## src/rtl/mem_port_arbiter.sv

```systemverilog
// ============================================================================
// Module   : mem_port_arbiter
// Brief    : Round-robin merge of N cache channels onto one slow-memory port.
//            Optional performance counters are enabled by ARB_PERF_CNT_EN.
// Revision : 1.0 - initial release
// ============================================================================
`default_nettype none

module mem_port_arbiter #(
    parameter int NCH    = 2,
    parameter int ADDR_W = 28,
    parameter int DATA_W = 128,
    parameter int CNT_W  = 51
) (
    input  logic                  clk,
    input  logic                  rst,
    input  logic [NCH-1:0]        ch_read,
    input  logic [NCH-1:0]        ch_write,
    input  logic [NCH*ADDR_W-1:0] ch_addr,
    input  logic [NCH*DATA_W-1:0] ch_wdata,
    output logic [DATA_W-1:0]     ch_rdata,
    output logic [NCH-1:0]        ch_ready,
    output logic                  mem_read,
    output logic                  mem_write,
    output logic [ADDR_W-1:0]     mem_addr,
    output logic [DATA_W-1:0]     mem_wdata,
    input  logic [DATA_W-1:0]     mem_rdata,
    input  logic                  mem_ready,
    output logic [NCH*CNT_W-1:0]  stall_cnt,
    output logic [NCH*CNT_W-1:0]  req_cnt,
    output logic [CNT_W-1:0]      cycle_cnt,
    output logic                  proto_err
);

    localparam int PTR_W = (NCH > 1) ? $clog2(NCH) : 1;

    typedef enum logic [1:0] {
        IDLE = 2'd0,
        BUSY = 2'd1,
        RESP = 2'd2
    } state_t;

    state_t              state_q, state_d;
    logic [PTR_W-1:0]    ptr_q, ptr_d;
    logic [PTR_W-1:0]    grant_q, grant_d;
    logic                mem_read_q, mem_read_d;
    logic                mem_write_q, mem_write_d;
    logic [ADDR_W-1:0]   mem_addr_q, mem_addr_d;
    logic [DATA_W-1:0]   mem_wdata_q, mem_wdata_d;
    logic [DATA_W-1:0]   rdata_q, rdata_d;
    logic [NCH-1:0]      ready_q, ready_d;
    logic                proto_err_q, proto_err_d;

    logic [NCH-1:0]      w_pending;
    logic                w_found;
    logic [PTR_W-1:0]    w_sel;

    assign w_pending = ch_read | ch_write;

    // First pending channel at or after ptr, wrapping modulo NCH.
    always_comb begin
        logic [PTR_W-1:0] cand;
        w_found = 1'b0;
        w_sel   = ptr_q;
        cand    = '0;
        for (int k = 0; k < NCH; k++) begin
            cand = PTR_W'((int'(ptr_q) + k) % NCH);
            if (!w_found && w_pending[cand]) begin
                w_found = 1'b1;
                w_sel   = cand;
            end
        end
    end

    always_comb begin
        state_d     = state_q;
        ptr_d       = ptr_q;
        grant_d     = grant_q;
        mem_read_d  = mem_read_q;
        mem_write_d = mem_write_q;
        mem_addr_d  = mem_addr_q;
        mem_wdata_d = mem_wdata_q;
        rdata_d     = rdata_q;
        ready_d     = '0;
        proto_err_d = proto_err_q | (|(ch_read & ch_write));

        case (state_q)
            IDLE: begin
                if (w_found) begin
                    // Simultaneous read+write resolves to a write.
                    grant_d     = w_sel;
                    mem_write_d = ch_write[w_sel];
                    mem_read_d  = ~ch_write[w_sel];
                    mem_addr_d  = ch_addr[int'(w_sel)*ADDR_W +: ADDR_W];
                    mem_wdata_d = ch_wdata[int'(w_sel)*DATA_W +: DATA_W];
                    state_d     = BUSY;
                end
            end
            BUSY: begin
                if (mem_ready) begin
                    mem_read_d        = 1'b0;
                    mem_write_d       = 1'b0;
                    rdata_d           = mem_rdata;
                    ready_d[grant_q]  = 1'b1;
                    state_d           = RESP;
                end
            end
            RESP: begin
                ptr_d   = (grant_q == PTR_W'(NCH - 1)) ? '0 : grant_q + 1'b1;
                state_d = IDLE;
            end
            default: state_d = IDLE;
        endcase
    end

    always_ff @(posedge clk or posedge rst) begin
        if (rst) begin
            state_q     <= IDLE;
            ptr_q       <= '0;
            grant_q     <= '0;
            mem_read_q  <= 1'b0;
            mem_write_q <= 1'b0;
            mem_addr_q  <= '0;
            mem_wdata_q <= '0;
            rdata_q     <= '0;
            ready_q     <= '0;
            proto_err_q <= 1'b0;
        end else begin
            state_q     <= state_d;
            ptr_q       <= ptr_d;
            grant_q     <= grant_d;
            mem_read_q  <= mem_read_d;
            mem_write_q <= mem_write_d;
            mem_addr_q  <= mem_addr_d;
            mem_wdata_q <= mem_wdata_d;
            rdata_q     <= rdata_d;
            ready_q     <= ready_d;
            proto_err_q <= proto_err_d;
        end
    end

    assign mem_read  = mem_read_q;
    assign mem_write = mem_write_q;
    assign mem_addr  = mem_addr_q;
    assign mem_wdata = mem_wdata_q;
    assign ch_rdata  = rdata_q;
    assign ch_ready  = ready_q;
    assign proto_err = proto_err_q;

`ifdef ARB_PERF_CNT_EN
    localparam logic [CNT_W-1:0] CNT_MAX = '1;

    logic [NCH*CNT_W-1:0] stall_cnt_q, stall_cnt_d;
    logic [NCH*CNT_W-1:0] req_cnt_q, req_cnt_d;
    logic [CNT_W-1:0]     cycle_cnt_q, cycle_cnt_d;
    logic                 w_grant;

    assign w_grant = (state_q == IDLE) && w_found;

    // All counters saturate rather than wrap.
    always_comb begin
        stall_cnt_d = stall_cnt_q;
        req_cnt_d   = req_cnt_q;
        cycle_cnt_d = (cycle_cnt_q == CNT_MAX) ? cycle_cnt_q : cycle_cnt_q + 1'b1;
        for (int i = 0; i < NCH; i++) begin
            if (w_pending[i] && !ready_q[i] &&
                (stall_cnt_q[i*CNT_W +: CNT_W] != CNT_MAX)) begin
                stall_cnt_d[i*CNT_W +: CNT_W] = stall_cnt_q[i*CNT_W +: CNT_W] + 1'b1;
            end
            if (w_grant && (w_sel == PTR_W'(i)) &&
                (req_cnt_q[i*CNT_W +: CNT_W] != CNT_MAX)) begin
                req_cnt_d[i*CNT_W +: CNT_W] = req_cnt_q[i*CNT_W +: CNT_W] + 1'b1;
            end
        end
    end

    always_ff @(posedge clk or posedge rst) begin
        if (rst) begin
            stall_cnt_q <= '0;
            req_cnt_q   <= '0;
            cycle_cnt_q <= '0;
        end else begin
            stall_cnt_q <= stall_cnt_d;
            req_cnt_q   <= req_cnt_d;
            cycle_cnt_q <= cycle_cnt_d;
        end
    end

    assign stall_cnt = stall_cnt_q;
    assign req_cnt   = req_cnt_q;
    assign cycle_cnt = cycle_cnt_q;
`else
    assign stall_cnt = '0;
    assign req_cnt   = '0;
    assign cycle_cnt = '0;
`endif

endmodule

`default_nettype wire

```

## config.mk

```make
export PLATFORM = sky130hd
export DESIGN_NAME = mem_port_arbiter
export DESIGN_NICKNAME = d
export VERILOG_FILES = /design/src/rtl/mem_port_arbiter.sv
export SDC_FILE = /design/constraint.sdc
export NUM_CORES = 1
export LEC_CHECK = 0
export ABC_AREA = 1
export BUFFER_PORTS_ARGS = -buffer_cell sky130_fd_sc_hd__buf_2
export CAP_MARGIN = 20
export CORE_AREA = 2 2 389 391
export CTS_CLUSTER_SIZE = 25
export DETAILED_ROUTE_END_ITERATION = 7
export DIE_AREA = 0 0 391 393
export RECOVER_POWER = 25
export SLEW_MARGIN = 20
export SYNTH_ARGS = -nofsm -noshare
export SYNTH_HDL_FRONTEND = slang
export SYNTH_SLANG_ARGS = --single-unit
```

## constraint.sdc

```tcl
create_clock -name clk -period 20.2 [get_ports clk]
set_input_delay 4.04 -clock clk [delete_from_list [all_inputs] [get_ports clk]]
set_output_delay 4.04 -clock clk [all_outputs]
set_load 0.01 [all_outputs]
```

==> impl_metrics.yaml, run 1 <==
clocking:
  clk_pin_slew_ns: 0.06
  cts_resized: 0
  clock_latency_ns: 0.60
  clock_sinks: 293
  htreeDepth: 2
  post-cts-setup-buffers: 0
  cts_buffers: 39
  cts_tree: "done"
  cts_hold_buf: 0
  clock-root-buffer: "clkbuf_16"
  clk_path_buf_depth: 3
setup_path:
  critical_path_class: "input pin to register"
  critPathCaptureType: "register"
  cp_max_fo: 78
  path_cells: "clkbuf_1 > nand3_1 > clkinvlp_2 > buf_4 > nand2_1 > nand2_1"
  crit_family: "buffers and inverters"
  cp-start-kind: "input pin"
  arrival_ns: 8.11
  crit_required_ns: 20.65
  critPathBufInv: 3
  worst_path_max_delay_cell: "clkinvlp_2"
  critical_path.max_stage_delay_ns: 1.86
  crit_path_frequent_cell: "nand2_1"
global_routing:
  grt_pass1_wl_um: 112000
  antenna_found_initial: 61
  busiest_layer: "met2"
  globalRouteMet3Util_pct: 5.43
  grt_util_met1_pct: 12.8
  met2_usage_pct: 16.3
  grt_remaining_overflow: 0
  grt_usage_pct: 10.6
  grt_pass1_vias: 14221
  grt_start_max_net_pins: 138
synthesis:
  muxShareOfSynthArea_pct: 0
  yosysSeqAreaShare_pct: 46.1
  synth_top_family_by_area: "simple AND/OR/NAND/NOR gates"
  synth_compound_area_share_pct: 0.339
  ys_warn_count: 0
  synth_area_um2: 15900
  synth-simple-area-share_pct: 30.5
  syn_inst: 2172
  synth.avg_cell_area_um2: 7.32
  synth_adder_area_share_pct: 0
  synth_cell_types: 19
  ys_seq_elements: 293
  synth-xor-area-share_pct: 0
drt:
  wl_um: 86200
  wire_per_inst_um: 17.9
  drt-pass1-iter-count: 5
  routed_via_density: 3.16
  drt-initial-drc-count: 708
  drcViolationCount: 0
  vias: 15248
  drtAntennaViolNets: 0
timing:
  fin_setup_tns_ns: 0
  fmaxAchievable_mhz: 131
  maxSlewViolCount: 242
  hold_violations: 0
  finClkSkew_ns: 0.0264
  rsz0062_at_grt: "false"
  fin_crit_sh_pct: 37.9
  slew_headroom_pct: -228
  period_minus_slack_ns: 7.65
  worstMarginPinSlew_ns: 4.89
  setup_viol_count_final: 0
outcome:
  status: "complete, but fails checks"
  violations: "max-capacitance violations, max-slew violations"
placement:
  hpwl_um: 70500
  portBuffers: 735
  gp_congestion: 0.871
  post_dp_cell_area_um2: 20700
floorplanning:
  boundaryPins: 991
  core-area_um2: 149000
  fp.dieW_um: 391
  start_util_pct: 10.6
  die_height_um: 393
  num_rows: 142
  die_area_um2: 154000
layout:
  final_cell_area_um2: 22000
  nFillCells: 17213
  fin_nets: 3294
  drive_gt1_share_pct: 28.3
  area_growth_pct: 38.5
power_and_ir_drop:
  cellLeakagePower_uw: 0.0129
  power_density_nw_per_um2: 151
  ir_drop_uv: 117
hold_path:
  hold_path_class: "register to register"
job:
  cap_violations: 4
-- cell usage in the layout, fill, tap and decap left out, types with 5 or more instances in the layout --
cell type     n
conb_1      255
nor2_1        5
diode_2      12
clkbuf_8      6
dfrtp_1     293
clkinvlp_4    5
clkbuf_1     10
buf_2       733
clkbuf_16    40
nand2_1     861
buf_4        11
nand3_1     314
bufinv_16     5
inv_1       315
-- per-stage QoR --
step	total power [µW]	hold WS, ns	setup WS, ns	cells	utilization, %
6_report	3330	0.473	12.55	4831	14.8
5_1_grt	3610	0.489	11.95	4823	14.7
4_1_cts	3420	0.476	14.32	4819	14.8
3_5_place_dp	2620	0.459	13.64	4750	13.9
3_3_place_gp	2610	0.457	13.61	4750	13.9
2_1_floorplan	1830	0.428	8.07	2426	-
-- final timing paths --
kind                               from            end  slack (ns)  depth (start not counted)
hold reg to reg            ch_rdata[86]   ch_rdata[86]        0.47                          2
hold / removal             ch_rdata[86]   ch_rdata[86]        0.47                          2
max in group asynchronous           rst  mem_wdata[76]       12.76                          3
setup / recovery              mem_ready   ch_rdata[58]       12.55                          6
min in group asynchronous           rst  ch_rdata[101]        4.92                          2
setup reg to reg             state_q[1]   ch_rdata[58]       15.48                          6
-- layer usage --
layer / share of wire [%] / wire (µm)
met1: 41 / 35100
met4: 2.9 / 2520
met3: 12 / 10600
met5: 0.094 / 81
met2: 44 / 37900
-- Yosys cell counts --
master    count  area share [%]
nand3_2       1           0.063
o31ai_1       1           0.047
nor2_1        5            0.12
o21ai_0       3           0.094
o21ai_2       1           0.055
inv_2         2           0.047
buf_1         1           0.024
nand2_2       3            0.12
nand3_1     313             9.9
dfrtp_1     293              46
buf_2        85             2.7
a21boi_0      1           0.047
clkbuf_1     23            0.54
a21oi_1       1           0.031
conb_1        1           0.024
a221o_1       1           0.063
nand2_1     861              20
buf_4       259              12
inv_1       317             7.5
-- tightest hold or removal path: stages, from the launching register on --
cell and delay [ns]:
dfrtp_1 0.34, nand2_1 0.05, nand2_1 0.05
-- flip-flops by register name, indices dropped and copies added (netlist names) --
name       cells
ptr_q          1
proto_err      1
state_q        2
mem_wdata    128
mem_addr      28
mem_read       1
grant_q        1
mem_write      1
ch_rdata     128
ch_ready       2
-- logic make-up (layout without fill, tap and decap cells) --
logic type,Yosys count,in the layout
DFF,293,293
AOI/OAI and AO/OA,8,8
buffers and inverters,687,1136
and+or+nand+nor,1183,1183
other,1,267
-- report_power, final --
part | switching, µW | internal, µW | total [µW]
Clock | 307 | 450 | 757
Combinational | 1060 | 452 | 1510
Sequential | 184 | 879 | 1060
-- layout make-up --
type	count	area (µm²)	share of cell area (%)
Antenna cell	12	30.0	0.136
Clock buffer	53	1110	5.04
Clock inverter	16	240	1.09
Inverter	319	1210	5.48
Multi-Input combinational cell	1446	5880	26.7
Sequential cell	293	7330	33.3
Tap cell	1944	2430	11.0
Timing Repair Buffer	748	3780	17.2
No activity file was read; power rests on OpenSTA's default activity.
==> run 2: changes to the inputs <==
--- a/config.mk
+++ b/config.mk
@@ -8,10 +8,10 @@
 export ABC_AREA = 1
 export BUFFER_PORTS_ARGS = -buffer_cell sky130_fd_sc_hd__buf_2
 export CAP_MARGIN = 20
-export CORE_AREA = 2 2 389 391
+export CORE_AREA = 2 2 390 392
 export CTS_CLUSTER_SIZE = 25
 export DETAILED_ROUTE_END_ITERATION = 7
-export DIE_AREA = 0 0 391 393
+export DIE_AREA = 0 0 392 394
 export RECOVER_POWER = 25
 export SLEW_MARGIN = 20
 export SYNTH_ARGS = -nofsm -noshare
==> constraint.sdc (replaced) <==
create_clock -name clk -period 7.19 [get_ports clk]
set_input_delay 1.438 -clock clk [delete_from_list [all_inputs] [get_ports clk]]
set_output_delay 1.438 -clock clk [all_outputs]
set_load 0.01 [all_outputs]
==> run 2 against run 1 <==
The run still ends with max-capacitance violations, max-slew violations left. Largest power group unchanged. Critical endpoint is now mem_addr[12]. Critical path depth is 2 higher. Sequential share of layout area shrank 0.18 points. Combinational power rose to 2.8 times the previous value. Cell count increased by 1.9%. Sequential power grew to 2.8 times the previous value.
==> impl_metrics.yaml, run 2 (same netlist as run 1, synthesis figures left out) <==
timing:
  setup_viol_count_final: 0
  worstMarginPinSlew_ns: 2.81
  fin_crit_sh_pct: 66.7
  rsz0062_at_grt: "false"
  finClkSkew_ns: 0.0277
  hold_violations: 0
  period_minus_slack_ns: 4.79
  slew_headroom_pct: -87.4
  fin_setup_tns_ns: 0
  maxSlewViolCount: 258
  fmaxAchievable_mhz: 209
setup_path:
  critical_path_class: "input pin to register"
  crit_required_ns: 7.71
  critPathCaptureType: "register"
  critical_path.max_stage_delay_ns: 1.21
  r2r_setup_slack_ns: 2.89
  r2r_end: "mem_addr[12]"
  worst_path_max_delay_cell: "inv_6"
  r2r_start: "state_q[0]"
  path_cells: "buf_2 > nor2_1 > nand2_1 > nand2_1 > inv_6 > buf_4 > nand3_1 > nand2_1"
  arrival_ns: 5.31
  cp-start-kind: "input pin"
  cp_max_fo: 101
  crit_path_frequent_cell: "nand2_1"
  rr_worst_depth: 6
power_and_ir_drop:
  ir_drop_uv: 177
  power_density_nw_per_um2: 416
  cellLeakagePower_uw: 0.0130
clocking:
  clk_path_buf_depth: 3
  cts_tree: "done"
  htreeDepth: 2
  clock_sinks: 293
  clock-root-buffer: "clkbuf_16"
  cts_buffers: 39
  post-cts-setup-buffers: 0
  clk_pin_slew_ns: 0.06
  cts_resized: 0
  clock_latency_ns: 0.60
  cts_hold_buf: 0
drt:
  vias: 15276
  wl_um: 83700
  drtAntennaViolNets: 0
  drt-pass1-iter-count: 5
  drt-initial-drc-count: 778
  routed_via_density: 3.10
  wire_per_inst_um: 17.0
  drcViolationCount: 0
global_routing:
  antenna_found_initial: 64
  grt_start_max_net_pins: 124
  grt_pass1_vias: 14444
  grt_pass1_wl_um: 111000
  grt_usage_pct: 10.3
  grt_remaining_overflow: 0
layout:
  final_cell_area_um2: 22100
  area_growth_pct: 39.3
  final_cell_mix: "861 x nand2_1, 735 x buf_2, 315 x inv_1, 314 x nand3_1, 293 x dfrtp_1"
  fin_nets: 3295
  drive_gt1_share_pct: 28.5
  final_common_cell: "nand2_1"
floorplanning:
  start_util_pct: 10.5
  fp.dieW_um: 392
  num_rows: 143
  die_area_um2: 154000
  die_height_um: 394
  core-area_um2: 151000
  boundaryPins: 991
placement:
  post_dp_cell_area_um2: 20800
  gp_congestion: 0.864
  portBuffers: 735
  hpwl_um: 68200
hold_path:
  hold_path_class: "register to register"
  worstHoldStart: "grant_q"
  hold-path-endpoint: "ch_ready[0]"
  hold_depth: 1
outcome:
  status: "complete, but fails checks"
  violations: "max-capacitance violations, max-slew violations"
job:
  cap_violations: 5
run 2: cell types whose count changed in the layout (fill, tap and decap cells not counted), moves of 2 or more:
cell	delta
buf_2	+2
clkinvlp_4	-4
inv_6	+2
clkinv_4	+5
clkbuf_8	+4
bufinv_16	-3
diode_2	+4
buf_4	-3
run 2: worst max path at each step:
| stage | from | end | depth (start not counted) |
|---|---|---|---|
| final | ch_write[0] | mem_addr[12] | 8 |
| after global placement | ch_write[0] | mem_addr[17] | 8 |
| after CTS | ch_write[0] | mem_addr[16] | 8 |
| after global routing | rst | mem_wdata[115] | 5 |
| after floorplan | rst | ch_rdata[0] | 1 |
| after detailed placement | ch_write[0] | mem_addr[16] | 8 |
run 2: layout make-up:
class | instances | area (µm²)
diodes | 16 | 40.0
clock buffers | 55 | 1140
clock inverters | 17 | 208
fillers | 17474 | 129000
inverters | 319 | 1210
multi-input cells | 1446 | 5880
flip-flops and latches | 293 | 7330
well taps | 2030 | 2540
repair buffers | 749 | 3790
run 2: stage by stage:
stage / std cells / setup slack [ns] / utilization, % / power (µW) / hold WS, ns
after global routing: 4916 / 1.92 / 14.7 / 10000 / 0.487
after detailed placement: 4836 / 3.02 / 13.8 / 7270 / 0.449
after floorplan: 2426 / 1.86 / - / 5150 / 0.428
after global placement: 4836 / 3.09 / 13.8 / 7250 / 0.457
after CTS: 4908 / 3.71 / 14.7 / 9470 / 0.465
final: 4925 / 2.40 / 14.7 / 9210 / 0.467
run 2: power breakdown:
group | internal [µW] | switching (µW)
Combinational | 1270 | 2940
Sequential | 2470 | 474
Clock | 1190 | 872
Total | 4930 | 4280
run 2: routing by layer:
| metal | GRT usage (%) | share of wire (%) |
|---|---|---|
| met1 | 11.5 | 38 |
| met2 | 16.3 | 45 |
| met5 | 0 | 0.055 |
| met3 | 5.90 | 14 |
| met4 | 3.65 | 3.4 |
run 2: worst max-delay path: cells and delay by family:
family	cells	cell delay (ns)
AND/OR/NAND/NOR	5	1.59
buffers and inverters	3	2.00
